===== src/rtl/mem_port_arbiter_pkg.sv =====
// Shared types for the IF/LSU memory port arbiter: FSM states, transaction owner
// and the default strobe width.
package mem_port_arbiter_pkg;

    typedef enum logic [1:0] {
        IDLE  = 2'd0,
        ISSUE = 2'd1,
        WAIT  = 2'd2
    } arb_state_e;

    typedef enum logic [1:0] {
        NONE = 2'd0,
        IF   = 2'd1,
        LSU  = 2'd2
    } arb_owner_e;

    localparam int ARB_DATA_W = 32;
    localparam int STRB_W     = ARB_DATA_W / 8;

endpackage


===== src/rtl/mem_port_arbiter_if.sv =====
// Single-port memory bus with req/gnt/rvalid handshake; the arbiter is the
// master, the memory is the slave.
interface mem_port_arbiter_if
    import mem_port_arbiter_pkg::*;
#(
    parameter int ADDR_W = 32,
    parameter int DATA_W = ARB_DATA_W
) ();

    logic                  req;
    logic                  we;
    logic [ADDR_W-1:0]     addr;
    logic [DATA_W-1:0]     wdata;
    logic [DATA_W/8-1:0]   wstrb;
    logic                  gnt;
    logic                  rvalid;
    logic [DATA_W-1:0]     rdata;

    modport master (
        output req, we, addr, wdata, wstrb,
        input  gnt, rvalid, rdata
    );

    modport slave (
        input  req, we, addr, wdata, wstrb,
        output gnt, rvalid, rdata
    );

endinterface


===== src/rtl/mem_port_arbiter_starve_cnt.sv =====
// Starvation guard for mem_port_arbiter: counts consecutive LSU wins over a
// waiting fetch. Instantiated only when MEM_ARB_STARVE_GUARD_EN is defined.
module mem_arb_starve_cnt #(
    parameter int STARVE_MAX = 4
) (
    input  logic clk,
    input  logic rst,
    input  logic if_req,
    input  logic flush_br,
    input  logic grant_lsu,
    input  logic grant_if,
    output logic force_if
);

    localparam int               CNT_W   = $clog2(STARVE_MAX + 1);
    localparam logic [CNT_W-1:0] CNT_MAX = CNT_W'(STARVE_MAX);

    logic [CNT_W-1:0] cnt_r;

    // Saturating count, cleared whenever fetch is served or stops asking
    always_ff @(posedge clk) begin
        if (rst) begin
            cnt_r <= {CNT_W{1'b0}};
        end else if (grant_if || !if_req) begin
            cnt_r <= {CNT_W{1'b0}};
        end else if (grant_lsu && !flush_br && (cnt_r != CNT_MAX)) begin
            cnt_r <= cnt_r + CNT_W'(1);
        end
    end

    assign force_if = (cnt_r == CNT_MAX);

endmodule


===== src/rtl/mem_port_arbiter.sv =====
// Arbitrates one single-port memory between instruction fetch and the LSU, one
// transaction in flight. Optional starvation guard: MEM_ARB_STARVE_GUARD_EN.
module mem_port_arbiter
    import mem_port_arbiter_pkg::*;
#(
    parameter int ADDR_W     = 32,
    parameter int DATA_W     = 32,
    parameter int STARVE_MAX = 4
) (
    input  logic                 clk,
    input  logic                 rst,
    input  logic                 if_req,
    input  logic [ADDR_W-1:0]    if_addr,
    output logic [DATA_W-1:0]    if_rdata,
    output logic                 if_valid,
    input  logic                 lsu_req,
    input  logic                 lsu_we,
    input  logic [ADDR_W-1:0]    lsu_addr,
    input  logic [DATA_W-1:0]    lsu_wdata,
    input  logic [DATA_W/8-1:0]  lsu_wstrb,
    output logic [DATA_W-1:0]    lsu_rdata,
    output logic                 lsu_valid,
    input  logic                 flush_br,
    output logic                 stall_fetch,
    output logic                 stall_mem,
    mem_port_arbiter_if.master   mem
);

    localparam int WSTRB_W = DATA_W / 8;

    arb_state_e           state_r;
    arb_owner_e           owner_r;
    logic                 kill_r;
    logic                 mem_req_r;
    logic                 mem_we_r;
    logic [ADDR_W-1:0]    mem_addr_r;
    logic [DATA_W-1:0]    mem_wdata_r;
    logic [WSTRB_W-1:0]   mem_wstrb_r;
    logic [DATA_W-1:0]    if_rdata_r;
    logic                 if_valid_r;
    logic [DATA_W-1:0]    lsu_rdata_r;
    logic                 lsu_valid_r;

    logic                 lsu_cand_s;
    logic                 if_cand_s;
    logic                 arb_en_s;
    logic                 grant_lsu_s;
    logic                 grant_if_s;
    logic                 force_if_s;
    arb_owner_e           nxt_owner_s;
    logic                 nxt_we_s;
    logic [ADDR_W-1:0]    nxt_addr_s;
    logic [DATA_W-1:0]    nxt_wdata_s;
    logic [WSTRB_W-1:0]   nxt_wstrb_s;

`ifdef MEM_ARB_STARVE_GUARD_EN
    mem_arb_starve_cnt #(.STARVE_MAX(STARVE_MAX)) u_starve_cnt (
        .clk       (clk),
        .rst       (rst),
        .if_req    (if_req),
        .flush_br  (flush_br),
        .grant_lsu (grant_lsu_s),
        .grant_if  (grant_if_s),
        .force_if  (force_if_s)
    );
`else
    logic unused_starve_s;
    assign force_if_s      = 1'b0;
    assign unused_starve_s = (STARVE_MAX > 0);
`endif

    // Arbitration; a requester whose response is being returned still shows its old req
    always_comb begin
        lsu_cand_s  = lsu_req && !lsu_valid_r;
        if_cand_s   = if_req && !if_valid_r && !flush_br;
        arb_en_s    = 1'b0;
        grant_lsu_s = 1'b0;
        grant_if_s  = 1'b0;
        case (state_r)
            IDLE: arb_en_s = 1'b1;
            WAIT: begin
                arb_en_s = mem.rvalid;
                if (owner_r == LSU) begin
                    lsu_cand_s = 1'b0;
                end else begin
                    if_cand_s = 1'b0;
                end
            end
            default: arb_en_s = 1'b0;
        endcase
        if (arb_en_s && if_cand_s && (force_if_s || !lsu_cand_s)) begin
            grant_if_s = 1'b1;
        end else if (arb_en_s && lsu_cand_s) begin
            grant_lsu_s = 1'b1;
        end else begin
            grant_if_s  = 1'b0;
            grant_lsu_s = 1'b0;
        end
    end

    // Bus values captured on a grant; fetches never write
    always_comb begin
        nxt_owner_s = NONE;
        nxt_we_s    = 1'b0;
        nxt_addr_s  = {ADDR_W{1'b0}};
        nxt_wdata_s = {DATA_W{1'b0}};
        nxt_wstrb_s = {WSTRB_W{1'b0}};
        if (grant_lsu_s) begin
            nxt_owner_s = LSU;
            nxt_we_s    = lsu_we;
            nxt_addr_s  = lsu_addr;
            nxt_wdata_s = lsu_wdata;
            nxt_wstrb_s = lsu_wstrb;
        end else if (grant_if_s) begin
            nxt_owner_s = IF;
            nxt_addr_s  = if_addr;
        end else begin
            nxt_owner_s = NONE;
        end
    end

    // Transaction FSM with registered bus and response outputs
    always_ff @(posedge clk) begin
        if (rst) begin
            state_r     <= IDLE;
            owner_r     <= NONE;
            kill_r      <= 1'b0;
            mem_req_r   <= 1'b0;
            mem_we_r    <= 1'b0;
            mem_addr_r  <= {ADDR_W{1'b0}};
            mem_wdata_r <= {DATA_W{1'b0}};
            mem_wstrb_r <= {WSTRB_W{1'b0}};
            if_rdata_r  <= {DATA_W{1'b0}};
            if_valid_r  <= 1'b0;
            lsu_rdata_r <= {DATA_W{1'b0}};
            lsu_valid_r <= 1'b0;
        end else begin
            if_valid_r  <= 1'b0;
            lsu_valid_r <= 1'b0;
            case (state_r)
                IDLE: begin
                    owner_r <= NONE;
                end
                ISSUE: begin
                    if (mem.gnt) begin
                        mem_req_r <= 1'b0;
                        state_r   <= WAIT;
                    end
                    // A flushed fetch finishes its handshake but its data is dropped
                    if (flush_br && (owner_r == IF)) begin
                        kill_r <= 1'b1;
                    end
                end
                WAIT: begin
                    if (mem.rvalid) begin
                        if (owner_r == LSU) begin
                            lsu_rdata_r <= mem.rdata;
                            lsu_valid_r <= 1'b1;
                        end else if (!kill_r && !flush_br) begin
                            if_rdata_r <= mem.rdata;
                            if_valid_r <= 1'b1;
                        end
                        kill_r  <= 1'b0;
                        state_r <= IDLE;
                        owner_r <= NONE;
                    end else if (flush_br && (owner_r == IF)) begin
                        kill_r <= 1'b1;
                    end
                end
                default: begin
                    state_r <= IDLE;
                    owner_r <= NONE;
                end
            endcase
            if (grant_lsu_s || grant_if_s) begin
                state_r     <= ISSUE;
                owner_r     <= nxt_owner_s;
                kill_r      <= 1'b0;
                mem_req_r   <= 1'b1;
                mem_we_r    <= nxt_we_s;
                mem_addr_r  <= nxt_addr_s;
                mem_wdata_r <= nxt_wdata_s;
                mem_wstrb_r <= nxt_wstrb_s;
            end
        end
    end

    assign mem.req   = mem_req_r;
    assign mem.we    = mem_we_r;
    assign mem.addr  = mem_addr_r;
    assign mem.wdata = mem_wdata_r;
    assign mem.wstrb = mem_wstrb_r;

    assign if_rdata  = if_rdata_r;
    assign if_valid  = if_valid_r;
    assign lsu_rdata = lsu_rdata_r;
    assign lsu_valid = lsu_valid_r;

    // Stalls depend only on requests and registered valids, never on mem_rdata
    assign stall_fetch = !rst && if_req && !if_valid_r;
    assign stall_mem   = !rst && lsu_req && !lsu_valid_r;

endmodule


===== src/flat_wrapper.sv =====
// flat-port wrapper written by rule: the top's interface ports become plain ports
module mem_port_arbiter_flat import mem_port_arbiter_pkg::*;
#(
    parameter int ADDR_W     = 32,
    parameter int DATA_W     = 32,
    parameter int STARVE_MAX = 4
)
  (clk, rst, if_req, if_addr, if_rdata, if_valid, lsu_req, lsu_we, lsu_addr, lsu_wdata, lsu_wstrb, lsu_rdata, lsu_valid, flush_br, stall_fetch, stall_mem, mem_req, mem_we, mem_addr, mem_wdata, mem_wstrb, mem_gnt, mem_rvalid, mem_rdata);
  mem_port_arbiter_if #(.ADDR_W(ADDR_W), .DATA_W(DATA_W)) mem_i ();
  input  logic clk;
  input  logic rst;
  input  logic if_req;
  input  logic [ADDR_W-1:0] if_addr;
  output logic [DATA_W-1:0] if_rdata;
  output logic if_valid;
  input  logic lsu_req;
  input  logic lsu_we;
  input  logic [ADDR_W-1:0] lsu_addr;
  input  logic [DATA_W-1:0] lsu_wdata;
  input  logic [DATA_W/8-1:0] lsu_wstrb;
  output logic [DATA_W-1:0] lsu_rdata;
  output logic lsu_valid;
  input  logic flush_br;
  output logic stall_fetch;
  output logic stall_mem;
  output wire logic [$bits(mem_i.req)-1:0] mem_req;
  output wire logic [$bits(mem_i.we)-1:0] mem_we;
  output wire logic [$bits(mem_i.addr)-1:0] mem_addr;
  output wire logic [$bits(mem_i.wdata)-1:0] mem_wdata;
  output wire logic [$bits(mem_i.wstrb)-1:0] mem_wstrb;
  input wire logic [$bits(mem_i.gnt)-1:0] mem_gnt;
  input wire logic [$bits(mem_i.rvalid)-1:0] mem_rvalid;
  input wire logic [$bits(mem_i.rdata)-1:0] mem_rdata;
  assign mem_req = mem_i.req;
  assign mem_we = mem_i.we;
  assign mem_addr = mem_i.addr;
  assign mem_wdata = mem_i.wdata;
  assign mem_wstrb = mem_i.wstrb;
  assign mem_i.gnt = mem_gnt;
  assign mem_i.rvalid = mem_rvalid;
  assign mem_i.rdata = mem_rdata;
  mem_port_arbiter #(.ADDR_W(ADDR_W), .DATA_W(DATA_W), .STARVE_MAX(STARVE_MAX)) u_core (.clk(clk), .rst(rst), .if_req(if_req), .if_addr(if_addr), .if_rdata(if_rdata), .if_valid(if_valid), .lsu_req(lsu_req), .lsu_we(lsu_we), .lsu_addr(lsu_addr), .lsu_wdata(lsu_wdata), .lsu_wstrb(lsu_wstrb), .lsu_rdata(lsu_rdata), .lsu_valid(lsu_valid), .flush_br(flush_br), .stall_fetch(stall_fetch), .stall_mem(stall_mem), .mem(mem_i));
endmodule

===== config.mk =====
export PLATFORM = sky130hd
export DESIGN_NAME = mem_port_arbiter_flat
export DESIGN_NICKNAME = d
export VERILOG_FILES = /design/src/rtl/mem_port_arbiter_pkg.sv /design/src/rtl/mem_port_arbiter_if.sv /design/src/rtl/mem_port_arbiter_starve_cnt.sv /design/src/rtl/mem_port_arbiter.sv /design/src/flat_wrapper.sv
export SDC_FILE = /design/constraint.sdc
export NUM_CORES = 1
export LEC_CHECK = 0
export CORE_MARGIN = 5
export CORE_UTILIZATION = 40
export DETAILED_ROUTE_END_ITERATION = 10
export PLACE_DENSITY_LB_ADDON = 0.25
export SETUP_SLACK_MARGIN = 0.1
export SLEW_MARGIN = 20
export SYNTH_ARGS = -nofsm -noshare
export SYNTH_HDL_FRONTEND = slang
export SYNTH_SLANG_ARGS = --single-unit

===== constraint.sdc =====
create_clock -name clk -period 2.1 [get_ports clk]
set_input_delay 0.21 -clock clk [delete_from_list [all_inputs] [get_ports clk]]
set_output_delay 0.21 -clock clk [all_outputs]
set_load 0.02 [all_outputs]

# Word level (Yosys, flattened, before mapping)

Cells that the tools add are included.

Add/subtract/negate cells: 0
Reduce and logical (&&, ||, !) cells: 32
Eq/ne operators: 10
$mul: 0
Divide/modulo/power cells: 0
Order comparisons: 0
Shift-type cells: 0
Multiplexer cells: 29
Bitwise logic cells: 4

Operator list:

| operator             | number |
|---|---|
| $mux W32             | 3 |
| $mux W1              | 17 |
| $logic_and A1 B1 Y1  | 12 |
| $reduce_and A3 Y1    | 3 |
| $mux W2              | 4 |
| $logic_not A1 Y1     | 6 |
| $ne A3 B2 Y1 const B | 2 |
| $pmux W2 S3          | 1 |
| $reduce_bool A2 Y1   | 3 |
| $eq A2 B1 Y1 const B | 2 |
| $eq A2 B2 Y1 const B | 2 |
| $mux W4              | 1 |
| $ne A2 B1 Y1 const B | 2 |
| $ne A2 B2 Y1 const B | 2 |
| $not A1 Y1           | 4 |
| $pmux W1 S2          | 2 |
| $pmux W2 S2          | 1 |
| $reduce_and A2 Y1    | 2 |
| $reduce_and A4 Y1    | 1 |
| $reduce_or A4 Y1     | 1 |
| $reduce_or A3 Y1     | 1 |
| $logic_not A2 Y1     | 1 |
| $reduce_or A2 Y1     | 1 |
| $logic_or A1 B1 Y1   | 1 |

Output and inout port bits: 138
RAM bits: 0
Input bits: 140
Bits in latches: 0
Word-level logic and storage cells: 88
Register bits: 141
Bits in read-only memories: 0
Memories kept: 0

# Logic depth before layout (Yosys ltp)

Depth after elaboration: 11
Mapped depth: 10

# Worst setup path before layout

OpenSTA, ideal clock, no wires.

Path type: register to register
Start: register u_core.state_r[0]
End: register u_core.mem_addr_r[16], in the netlist u_core.mem.addr[16]
Setup slack: 212 ps
Arrival: 1758 ps
Buffers on the path: 4
Required time: 1970 ps
Cell stages (with the launch flop): 11
Path through: dfxtp_1 -> inv_1 -> ha_1 -> buf_6 -> and3b_4 -> buf_6 -> or2_1 -> buf_2 -> buf_2 -> a31oi_1 -> o32ai_1

Word-level cells in the longest chain between the ends: 7
Elaborated cells on any way between the ends: 15
Those cells by class: eq/ne (1); mux (8); reduce/logical (6)

Ends and longest elaborated chain:

| element                                                 | line                    | source |
|---|---|---|
| from (decl)                                             | mem_port_arbiter.sv:31  | `arb_state_e state_r;` |
| from (signal assigned)                                  | mem_port_arbiter.sv:125 | `state_r <= IDLE;` |
| from (signal assigned)                                  | mem_port_arbiter.sv:147 | `state_r <= WAIT;` |
| from (signal assigned)                                  | mem_port_arbiter.sv:164 | `state_r <= IDLE;` |
| $eq A2 B2 Y1 or $logic_not A2 Y1 (tied branches)        | mem_port_arbiter.sv:79  | `case (state_r)` |
| $pmux W1 S2 or $mux W1 (tied branches)                  | mem_port_arbiter.sv:79  |  |
| $logic_and A1 B1 Y1 or $logic_not A1 Y1 (tied branches) | mem_port_arbiter.sv:91  | `if (arb_en_s && if_cand_s && (force_if_s \|\| !lsu_cand_s)) begin` |
| $logic_and A1 B1 Y1                                     | mem_port_arbiter.sv:91  |  |
| $mux W1                                                 | mem_port_arbiter.sv:91  |  |
| $mux W32                                                | mem_port_arbiter.sv:114 | `end else if (grant_if_s) begin` |
| $mux W32                                                | mem_port_arbiter.sv:108 | `if (grant_lsu_s) begin` |
| to (signal assigned)                                    | mem_port_arbiter.sv:130 | `mem_addr_r <= {ADDR_W{1'b0}};` |
| to (signal assigned)                                    | mem_port_arbiter.sv:181 | `mem_addr_r <= nxt_addr_s;` |
| to (decl)                                               | mem_port_arbiter.sv:36  | `logic [ADDR_W-1:0] mem_addr_r;` |

Parallel ways exist; a longest one is shown, timed or not.
A chain may end at the register's enable or synchronous reset.

# Worst setup path after layout

Start: register u_core.state_r[0]
End: register u_core.mem_addr_r[4], in the netlist u_core.mem.addr[4]

The elaborated chain is that of the path after synthesis.

==> summary.md <==
| Metric | Value |
|---|---|
| Power density cells | 786 mW/mm² |
| Syn Nets | 730 |
| HP Class | input port to flop |
| Syn avg cell area | 9.28 µm² |
| Die height | 127 µm |
| Seq/Total Area, Yosys | 51.8% |
| Hold Fails Final Rpt | 0 |
| Clk_skew | 6.84 ps |
| Die width | 127 µm |
| CTS tree | done |
| Worst slack, placed | 167 ps |
| NetSw | 1.80 mW |
| WL/cell | 17.5 µm |
| Post-Layout Cell Count | 1038 |
| Leakage | 3.09 nW |
| Clock Sinks | 141 |
| Synth top area cells | dfxtp_1 52%, nand2_1 10%, a32o_1 6.8% |
| Vias in the first global route | 5413 |
| Core Area | 0.0133 mm² |
| # DRC | 0 |
| Element type at the critical path end | flop |
| Worst skew pair latency | 410 ps |
| Port Buf Inserts | 277 |
| FF+latch count, synth | 141 |
| Arrival time worst endpoint | 2130 ps |
| Sequential fraction of design power | 41.2% |
| Area share of the largest cell type after synthesis | 51.8% |
| Clock-pin slew on the worst setup and hold paths | 60 ps |
| Max transition margin | 40.4% |
| CP top delay family | compound AO/OA/AOI/OAI gates |
| H-tree depth | 4 |
| Crit path largest cell delay | 360 ps |
| TritonCTS Buffers | 17 |
| Setup TNS | 0 ps |
| Fmax | 543 MHz |
| Final HPWL DP | 13.1 mm |
| Row count | 42 |
| Fin crit period | 1840 ps |
| Least-Margin Pin Slew | 892 ps |
| Req. time, crit path | 2390 ps |
| Crit-path cells | inv_1, ha_2, buf_4, a211oi_4, o21ba_1, buf_4, o21ai_1 |
| DR iter-0 viols | 237 |
| Crit-path slowest cell | dfxtp_1 |
| Root Driver | clkbuf_16 |
| Critical path buffers and inverters | 3 |
| Die area | 0.0160 mm² |
| Global-route wire length before repair | 28.1 mm |
| Clock power share | 41.6% |
| Critical Path Source Type | flop |
| Dominant cell type by area after synthesis | dfxtp_1 |
| Cells after Synth | 587 |
| Setup violations, final | 0 |
| Storage element area | 0.00282 mm² |
| 1st-pass router iterations | 4 |
| Switching share of total power | 25.7% |
| Max cap viols | 0 |
| Longest Clk Path Bufs | 2 |
| Comb power frac | 17.2% |
| Final Slew Violations | 0 |
| Placed Cells incl. Taps | 1006 |
| Via count | 5409 |
| I/O Pins | 278 |
| Gr ovfl total | 0 |
| DR vias/cell | 5.21 |
| Post-route ant nets | 0 |
| Multi-input gate area | 0.00224 mm² |
| GRT Total Usage | 21.7% |
| Hold Slack | 254 ps |
| Synthesized area | 0.00545 mm² |
| Routed wire length | 18.2 mm |
| Most used cell, CP | buf_4 |
| Gpl congestion | 0.985 |
| Area growth from synthesis to layout | 63.9% |
| CP max FO | 18 |
| Internal | 5.21 mW |
| # fillers | 1064 |
| Nets | 992 |
| Postcts setup bufs | 0 |
| Ant diodes | 0 |
| Synth cell types | 39 |
| Largest net degree at the start of global routing | 55 |
| Initial Utilization | 41.0% |
| Critical path type | flop to flop |
| Maximum VDD drop | 0.554 mV |
| Share of cells above drive strength 1 | 8.82% |
| Yosys warnings | 0 |
| Initial antenna violation count | 0 |
| Post-route setup slack | 257 ps |
| Status | complete, no violations |
| Crit share post-route | 87.8% |
| RSZ-0062 raised after global routing | no |
[final timing paths]
kind / start / to / slack (ps) / depth (start not counted)
max: u_core.state_r[0] / u_core.mem.addr[4] / 260 / 7
min: rst / u_core.mem.req / 250 / 2
max reg2reg: u_core.state_r[0] / u_core.mem.addr[4] / 260 / 7
min reg2reg: u_core.lsu_rdata[28] / u_core.lsu_rdata[28] / 450 / 2
[kinds of logic after synthesis]
kind of cell / synth area share, %
DFF: 51.8
AOI/OAI and AO/OA: 24.1
and+or+nand+nor: 16.2
buffers and inverters: 7.19
adders and majority gates: 0.689
[metrics by stage]
step,power [mW],utilization (%),cell area (µm²)
after floorplan,3.53,-,5450
after global placement,4.12,62.7,8330
after detailed placement,4.15,62.7,8330
after CTS,7.08,67.1,8920
after global routing,7.30,67.1,8920
final,7.01,67.1,8920
[flip-flops by register name (all words and copies together) (netlist names)]
register          cells
u_core.if_rdata      32
u_core.lsu_rdata     32
u_core.mem.addr      32
u_core.mem.wdata     32
u_core.mem.wstrb      4
u_core.owner_r        2
u_core.state_r        2
u_core.if_valid       1
u_core.kill_r         1
u_core.lsu_valid      1
u_core.mem.req        1
u_core.mem.we         1
[area by class of cell]
cell class / count / share of cell area (%)
Inverter: 20 / 0.841
Sequential cell: 141 / 31.6
Multi-Input combinational cell: 373 / 25.2
Tap cell: 176 / 2.47
Timing Repair Buffer: 296 / 33.4
Clock inverter: 14 / 1.63
Clock buffer: 18 / 4.92
[synthesized netlist by cell type]
cell type	number
and3b_4	1
a32o_1	37
dfxtp_1	141
nand2_1	147
or2_2	1
nand2b_4	1
nor3b_1	18
nor3_1	2
or4_1	1
and3b_1	1
o21ba_1	1
nor4_4	1
o21ai_2	12
o32ai_1	17
buf_2	10
a211oi_4	1
o21bai_2	1
a32oi_1	15
a31oi_1	17
nand3_1	3
buf_6	13
nor2_1	7
nand2b_1	5
nor4_2	1
a41o_1	1
nor2b_1	2
inv_2	1
and4b_1	1
a21oi_1	67
clkbuf_1	27
or2_1	1
inv_1	19
o22ai_1	1
buf_1	1
o21ai_0	2
buf_4	2
o21ai_1	4
a2111oi_4	1
ha_1	3
[cell usage in the layout (no fill, tap or decap), types with 17 or more instances in the layout]
cell type / count
clkdlybuf4s50_1: 274
nand2_1: 147
dfxtp_1: 141
a21oi_1: 67
a32o_1: 37
inv_1: 19
nor3b_1: 18
a31oi_1: 17
o32ai_1: 17
clkbuf_16: 17
[metal layers]
layer	GRT usage, %	wire length, µm	up-vias	part of all wire, %
met2	37.1	8800	226	48
met4	8.26	421	0	2.3
li1	-	-	2618	-
met5	0	0	-	0
met1	23.4	6950	2530	38
met3	10.0	2040	35	11
[power groups by stage]
stage	clock network, mW	logic [mW]	registers, mW
global placement	0	1.19	2.93
floorplan	0	0.435	3.09
finish	2.92	1.21	2.89
global route	3.12	1.28	2.90
detailed placement	0	1.21	2.94
CTS	2.98	1.21	2.89
[what timing repair did]
action	in CTS	in global routing
hold buffers	0	0
gates resized for setup	0	4
endpoints found under the setup margin	0	60
No activity file was read; power rests on OpenSTA's default activity.
